[src/rtl/chip8_sprite_draw.sv]
// CHIP-8 DXYN sprite sequencer: fetches sprite bytes and XORs each one into a
// 64-bit framebuffer row with a read-modify-write, reporting pixel collisions.
module chip8_sprite_draw #(
    parameter bit CLIP_EN = 1'b1
) (
    input  logic        clk_in,
    input  logic        rst_in,
    input  logic        start_in,
    input  logic [7:0]  x_in,
    input  logic [7:0]  y_in,
    input  logic [3:0]  n_in,
    input  logic [11:0] sprite_addr_in,
    output logic        mem_req_out,
    output logic [11:0] mem_addr_out,
    input  logic        mem_valid_in,
    input  logic [7:0]  mem_data_in,
    output logic        fb_rd_en_out,
    output logic [4:0]  fb_row_out,
    input  logic [63:0] fb_rd_data_in,
    output logic        fb_wr_en_out,
    output logic [63:0] fb_wr_data_out,
    output logic        busy_out,
    output logic        done_out,
    output logic        collision_out
);
    // state | meaning
    // IDLE  | waiting for start_in
    // FETCH | requesting sprite byte at addr + r
    // FBRD  | reading the target framebuffer row
    // FBWR  | XOR-ing the sprite mask into the returned row
    // DONE  | one-cycle completion pulse, collision final
    typedef enum logic [2:0] {
        IDLE  = 3'd0,
        FETCH = 3'd1,
        FBRD  = 3'd2,
        FBWR  = 3'd3,
        DONE  = 3'd4
    } state_t;

    state_t      state;
    state_t      state_nxt;
    logic [5:0]  x;
    logic [4:0]  y;
    logic [3:0]  n;
    logic [3:0]  r;
    logic [11:0] addr;
    logic [7:0]  sprite_byte;
    logic        collision;
    logic [4:0]  row;
    logic        wr_en;
    logic [63:0] wr_data;
    logic [5:0]  row_sum;
    logic        row_clipped;
    logic        last_row;
    logic [63:0] mask;
    logic [6:0]  col;
    logic        unused_bits;

    assign unused_bits = ^{x_in[7:6], y_in[7:5]};

    // Bit 5 of y + r set means the row fell off the bottom edge.
    assign row_sum     = {1'b0, y} + {2'b00, r};
    assign row_clipped = CLIP_EN && row_sum[5];
    assign last_row    = (r == n - 4'd1);

    always_comb begin
        mask = '0;
        col  = '0;
        for (int k = 0; k < 8; k++) begin
            col = {1'b0, x} + 7'(k);
            if (sprite_byte[3'(7 - k)] && !(CLIP_EN && col[6]))
                mask[col[5:0]] = 1'b1;
        end
    end

    always_ff @(posedge clk_in or negedge rst_in) begin
        if (!rst_in)
            state <= IDLE;
        else
            state <= state_nxt;
    end

    always_comb begin
        state_nxt = state;
        case (state)
            IDLE:    if (start_in) state_nxt = (n_in == 4'd0) ? DONE : FETCH;
            FETCH: begin
                if (row_clipped)
                    state_nxt = DONE;
                else if (mem_valid_in)
                    state_nxt = FBRD;
            end
            FBRD:    state_nxt = FBWR;
            FBWR:    state_nxt = last_row ? DONE : FETCH;
            DONE:    state_nxt = IDLE;
            default: state_nxt = IDLE;
        endcase
    end

    always_ff @(posedge clk_in or negedge rst_in) begin
        if (!rst_in) begin
            x           <= '0;
            y           <= '0;
            n           <= '0;
            r           <= '0;
            addr        <= '0;
            sprite_byte <= '0;
            collision   <= 1'b0;
            row         <= '0;
            wr_en       <= 1'b0;
            wr_data     <= '0;
        end else begin
            wr_en <= 1'b0;
            if (state == IDLE && start_in) begin
                x         <= x_in[5:0];
                y         <= y_in[4:0];
                n         <= n_in;
                addr      <= sprite_addr_in;
                r         <= '0;
                collision <= 1'b0;
            end
            if (state == FETCH && !row_clipped && mem_valid_in) begin
                sprite_byte <= mem_data_in;
                row         <= row_sum[4:0];
            end
            // The write lands one cycle after FBWR; row stays put until the next FBRD.
            if (state == FBWR) begin
                wr_en     <= 1'b1;
                wr_data   <= fb_rd_data_in ^ mask;
                collision <= collision | (|(fb_rd_data_in & mask));
                if (!last_row)
                    r <= r + 4'd1;
            end
        end
    end

    assign mem_req_out    = (state == FETCH) && !row_clipped;
    assign mem_addr_out   = addr + {8'd0, r};
    assign fb_rd_en_out   = (state == FBRD);
    assign fb_row_out     = row;
    assign fb_wr_en_out   = wr_en;
    assign fb_wr_data_out = wr_data;
    assign busy_out       = (state != IDLE);
    assign done_out       = (state == DONE);
    assign collision_out  = collision;
endmodule

[config.mk]
export PLATFORM = sky130hd
export DESIGN_NAME = chip8_sprite_draw
export DESIGN_NICKNAME = d
export VERILOG_FILES = /design/src/rtl/chip8_sprite_draw.sv
export SDC_FILE = /design/constraint.sdc
export NUM_CORES = 1
export LEC_CHECK = 0
export BUFFER_PORTS_ARGS = -buffer_cell sky130_fd_sc_hd__buf_2
export CAP_MARGIN = 20
export CORE_MARGIN = 1.5
export CORE_UTILIZATION = 40
export CTS_CLUSTER_DIAMETER = 150
export DETAILED_ROUTE_END_ITERATION = 12
export PLACE_DENSITY = 0.63
export REMOVE_ABC_BUFFERS = 1
export SYNTH_ARGS = -nofsm -noshare
export SYNTH_HDL_FRONTEND = slang
export SYNTH_SLANG_ARGS = --single-unit
[constraint.sdc]
create_clock -name clk_in -period 4.2 [get_ports clk_in]
set_input_delay 0.84 -clock clk_in [delete_from_list [all_inputs] [get_ports clk_in]]
set_output_delay 0.84 -clock clk_in [all_outputs]
set_load 0.005 [all_outputs]
==> metrics list <==
* Top FF cell, synth: sky130_fd_sc_hd__dfrtp_1
- Prior to clock tree synthesis, the placed netlist has a worst setup slack of 0.4144 ns.
* 1st-iter DRT viols: 851
- At the pin with the least slew margin, the transition time is 1.007 ns.
- Cell internal power was estimated by the tool at roughly 0.0038 W.
* Endpoints failing hold: 0
* Number of enable flip-flop cells after synthesis: 0
- Lkg Pwr: ~5 nW
* Clock transition at the register clock pins on the worst setup and hold paths after CTS: approximately 0.07 ns
* Unrepaired setup endpoints after global routing: false
* Setup tns final: 0 ns
- The routed layout has 8237 vias.
* Signed area change from the synthesized netlist to the final layout: 17.37%
- The later pin in the worst-skew pair is clocked with a latency of 0.36 ns.
* Nets@finish: around 1400
- Non-Filler Cell Area, Final: 9950 um2
- Critical path fanouts, max: 16
- Post-cts resize count: 0
- Data on the critical path is required at its endpoint by 4.41 ns.
* Total power of the final layout: ~0.008 W
- Final Cycle Share: 92.79%
- Post-layout min period: just under 4 ns
- In the synthesized netlist, the number of instances is 1015.
* Switching share of power: 52.66%
- Post-synthesis cell area: 8477 um2
- Leaving out fill and tap cells, the most frequent cells in the layout are 330 x sky130_fd_sc_hd__nand2_1, 184 x sky130_fd_sc_hd__buf_2, 109 x sky130_fd_sc_hd__dfrtp_1.
* Number of placement rows: 53
- Starting utilization of the core area: between 40 and 50%
- Total of warnings raised by yosys: 0
- Entering global routing, the biggest net connects 67 pins.
- The endpoint identified for the worst register-to-register timing path is collision_out$_DFFE_PN0P_.
- Mean post-synth cell area: 8.352 um2
- The analysis attributes to net switching a power of roughly 0.0042 W.
- The worst register-to-register path begins at x[2]$_DFFE_PN0P_.
* Total routing usage reported by global routing: 25.29%
* Placed cell areas: 9646 um2
- Die ar.: ~22000 um2
- Measured in cells, the most critical reg-to-reg path has a length of 12.
- Combinational cell fraction of total power: approximately two thirds
* Global-route wire length before repair: 43.59 mm
- Buffers placed on the I/O ports in this run total between 150 and 200.
- For hold timing, the worst endpoint is fb_wr_data_out[50]$_DFFE_PN0P_.
- In this run, distinct cell masters in the synthesized netlist total just under 90.
- Across the VDD grid, the largest voltage drop is 0.2746 mV.
- Power per unit of standard cell area: just over 800 nW/um2
- Cell with the largest stage delay on the worst path: sky130_fd_sc_hd__dfrtp_1
* Num CTS Buffers: 9
* Hold Path Stages: 2
* Number of max-cap violations: 0
- Sinks on Clock Net: about 110
- After detailed routing, the average wire length per cell comes to 18.94 um.
* Max stage delay on crit path: 0.53 ns
- From bottom edge to top edge, the die measures ~150 um.
- Async SR Flop Fraction: 100.0%
- Final Skew: 0.01083 ns
* Cts hold-fix bufs: 0
- The congestion estimate from routability-driven global placement came to 0.9826.
- Leaving out fill and tap cells, the most frequent cell in the layout is sky130_fd_sc_hd__nand2_1.
- Post-DR vias/cell: around 5.6
* Synthesis-stage register bit count: 109
- Broken down by cell family, the worst path's largest delay share belongs to simple AND/OR/NAND/NOR gates.
* Share of layout cells above drive strength 1: 24.34%
- Walking the worst path, the cells encountered are ha_1, buf_12, and2_1, a31oi_1, nor3_2, a22oi_1, o221ai_1, ha_1, nor4_1, nand4_1, nor4_1, a41oi_1.
* Residual DRC count: 0
- Counting along the longest clock path gives a buffer depth of 2.
- Buf/Inv on CP: 1
- Clock tree from TritonCTS: built
- Detailed placement finished with a half-perimeter wire length of 21.12 mm.
- Crit path kind: flop to flop
* Number of global-route vias before repair: about 7900
- Kind of end point of the critical path: flop
- The number of max-slew violations in the final report is 0.
- Launch instance of the worst min-delay path: fb_wr_data_out[50]$_DFFE_PN0P_
* Share of total power in sequential cells: 24.4%
- The run finished with clean final reports.
* Headroom to the max-slew limit: approximately a third
- Once routing completed, OpenROAD measured the worst setup slack at 0.3027 ns.
* Worst Setup Start Kind: flop
- The initial antenna violation count was 1.
- During I/O placement, the number of pins put on the boundary was 195.
* Timing-limited maximum frequency: 0.2566 GHz
- The tree is rooted in a sky130_fd_sc_hd__clkbuf_16.
- Global routing used roughly 6.2% of the available met3 tracks.
* Busiest layer in global routing: met2
* Die Width: 148.6 um
- After synthesis, flip-flops and latches occupy 32.18% of the total area.
- Core Area: between 20000 and 25000 um2
* Grt total ovfl: 0
- Drt total wl: 27.63 mm
- Critical path arrival: roughly 4.1 ns
- The tightest min-delay check is of the flop to flop type.
* Number of endpoints failing setup at the final stage: 0
- For met2 alone, demand over resource in global routing was 39.16%.
- Once detail routing completed, the nets flagged for antenna violations numbered 0.
- Register-to-register setup slack: 0.30 ns
- H-tree level count: 3
* Number of optimization iterations in the first detailed-route pass: 5
- In this run the post-CTS setup repair buffer count came out at 0.
- Share of total power in the clock network: around a tenth
* GRT met1 Usage: about a third
-- worst register-to-register path, stage by stage (launching register included) --
cell	delay, ns
sky130_fd_sc_hd__dfrtp_1	0.53
sky130_fd_sc_hd__ha_1	0.41
sky130_fd_sc_hd__buf_12	0.21
sky130_fd_sc_hd__and2_1	0.17
sky130_fd_sc_hd__a31oi_1	0.40
sky130_fd_sc_hd__nor3_2	0.15
sky130_fd_sc_hd__a22oi_1	0.19
sky130_fd_sc_hd__o221ai_1	0.24
sky130_fd_sc_hd__ha_1	0.27
sky130_fd_sc_hd__nor4_1	0.44
sky130_fd_sc_hd__nand4_1	0.21
sky130_fd_sc_hd__nor4_1	0.37
sky130_fd_sc_hd__a41oi_1	0.16
-- synth_stat cells (7+ instances only) --
cell type	n	area, um2
sky130_fd_sc_hd__nand2_1	330	1239
sky130_fd_sc_hd__xnor2_1	13	113.9
sky130_fd_sc_hd__o221ai_1	44	385.4
sky130_fd_sc_hd__ha_1	78	975.9
sky130_fd_sc_hd__dfrtp_1	109	2728
sky130_fd_sc_hd__clkbuf_1	25	93.84
sky130_fd_sc_hd__mux2i_1	8	80.08
sky130_fd_sc_hd__nor4_1	17	106.4
sky130_fd_sc_hd__nor2b_1	10	62.56
sky130_fd_sc_hd__xor2_1	9	78.83
sky130_fd_sc_hd__nand4_1	9	56.30
sky130_fd_sc_hd__buf_2	21	105.1
sky130_fd_sc_hd__a21oi_1	11	55.05
sky130_fd_sc_hd__o21ai_0	20	100.1
sky130_fd_sc_hd__nand3_1	66	330.3
sky130_fd_sc_hd__buf_4	7	52.55
sky130_fd_sc_hd__inv_1	20	75.07
sky130_fd_sc_hd__a32oi_1	21	183.9
sky130_fd_sc_hd__nor3_1	14	70.07
sky130_fd_sc_hd__buf_6	8	90.09
sky130_fd_sc_hd__nor2_1	29	108.9
sky130_fd_sc_hd__nand2b_1	9	56.30
sky130_fd_sc_hd__a22oi_1	13	97.59
-- final cells by class --
type / count / area (um2)
diodes: 1 / 2.502
multi-input cells: 818 / 5303
fillers: 2046 / 10940
inverters: 24 / 92.59
well taps: 275 / 344.1
clock buffers: 9 / 225.2
flip-flops and latches: 109 / 2728
clock inverters: 7 / 65.06
repair buffers: 216 / 1190
-- flip-flops by register name, summed over array words and instances, names as in the netlist --
signal	cells
addr	12
collision_out	1
fb_row_out	5
fb_wr_data_out	64
fb_wr_en_out	1
n	4
r	4
sprite_byte	4
state	3
x	6
y	5
-- power groups by stage --
stage                     Sequential [W]  Combinational [W]  Clock (W)
after floorplan                  0.00203            0.00304          0
after global placement           0.00197            0.00506          0
after detailed placement         0.00198            0.00510          0
after CTS                        0.00197            0.00512   0.000879
after global routing             0.00205            0.00569   0.000924
final                            0.00197            0.00522   0.000854
-- kinds of logic after synthesis --
group | share of synthesized area [%]
adders and majority gates | 11.99
AOI/OAI and AO/OA | 16.77
and+or+nand+nor | 27.70
muxes | 2.834
xor gates and xnor gates | 3.262
buffers and inverters | 5.269
DFF | 32.18
-- how the worst max path moves through the flow --
stage                     startpoint                         to  cells after the start
floorplan           x[2]$_DFFE_PN0P_  collision_out$_DFFE_PN0P_                     11
global placement    x[2]$_DFFE_PN0P_  collision_out$_DFFE_PN0P_                     12
detailed placement  x[2]$_DFFE_PN0P_  collision_out$_DFFE_PN0P_                     12
CTS                 x[2]$_DFFE_PN0P_  collision_out$_DFFE_PN0P_                     12
global route        x[2]$_DFFE_PN0P_  collision_out$_DFFE_PN0P_                     12
finish              x[2]$_DFFE_PN0P_  collision_out$_DFFE_PN0P_                     12
-- routing by layer --
layer	wire, um	share of wire, %
met4	533	1.9
met1	12460	45
met5	0	0
met2	12330	45
met3	2312	8.4
-- stage by stage --
step,utilization (%),hold slack [ns],cells
floorplan,-,0.4497,951
global placement,46.18,0.4541,1441
detailed placement,46.18,0.4565,1441
CTS,47.57,0.4763,1457
global route,47.63,0.4909,1459
finish,47.63,0.4690,1459
No activity file was read; power rests on OpenSTA's default activity.
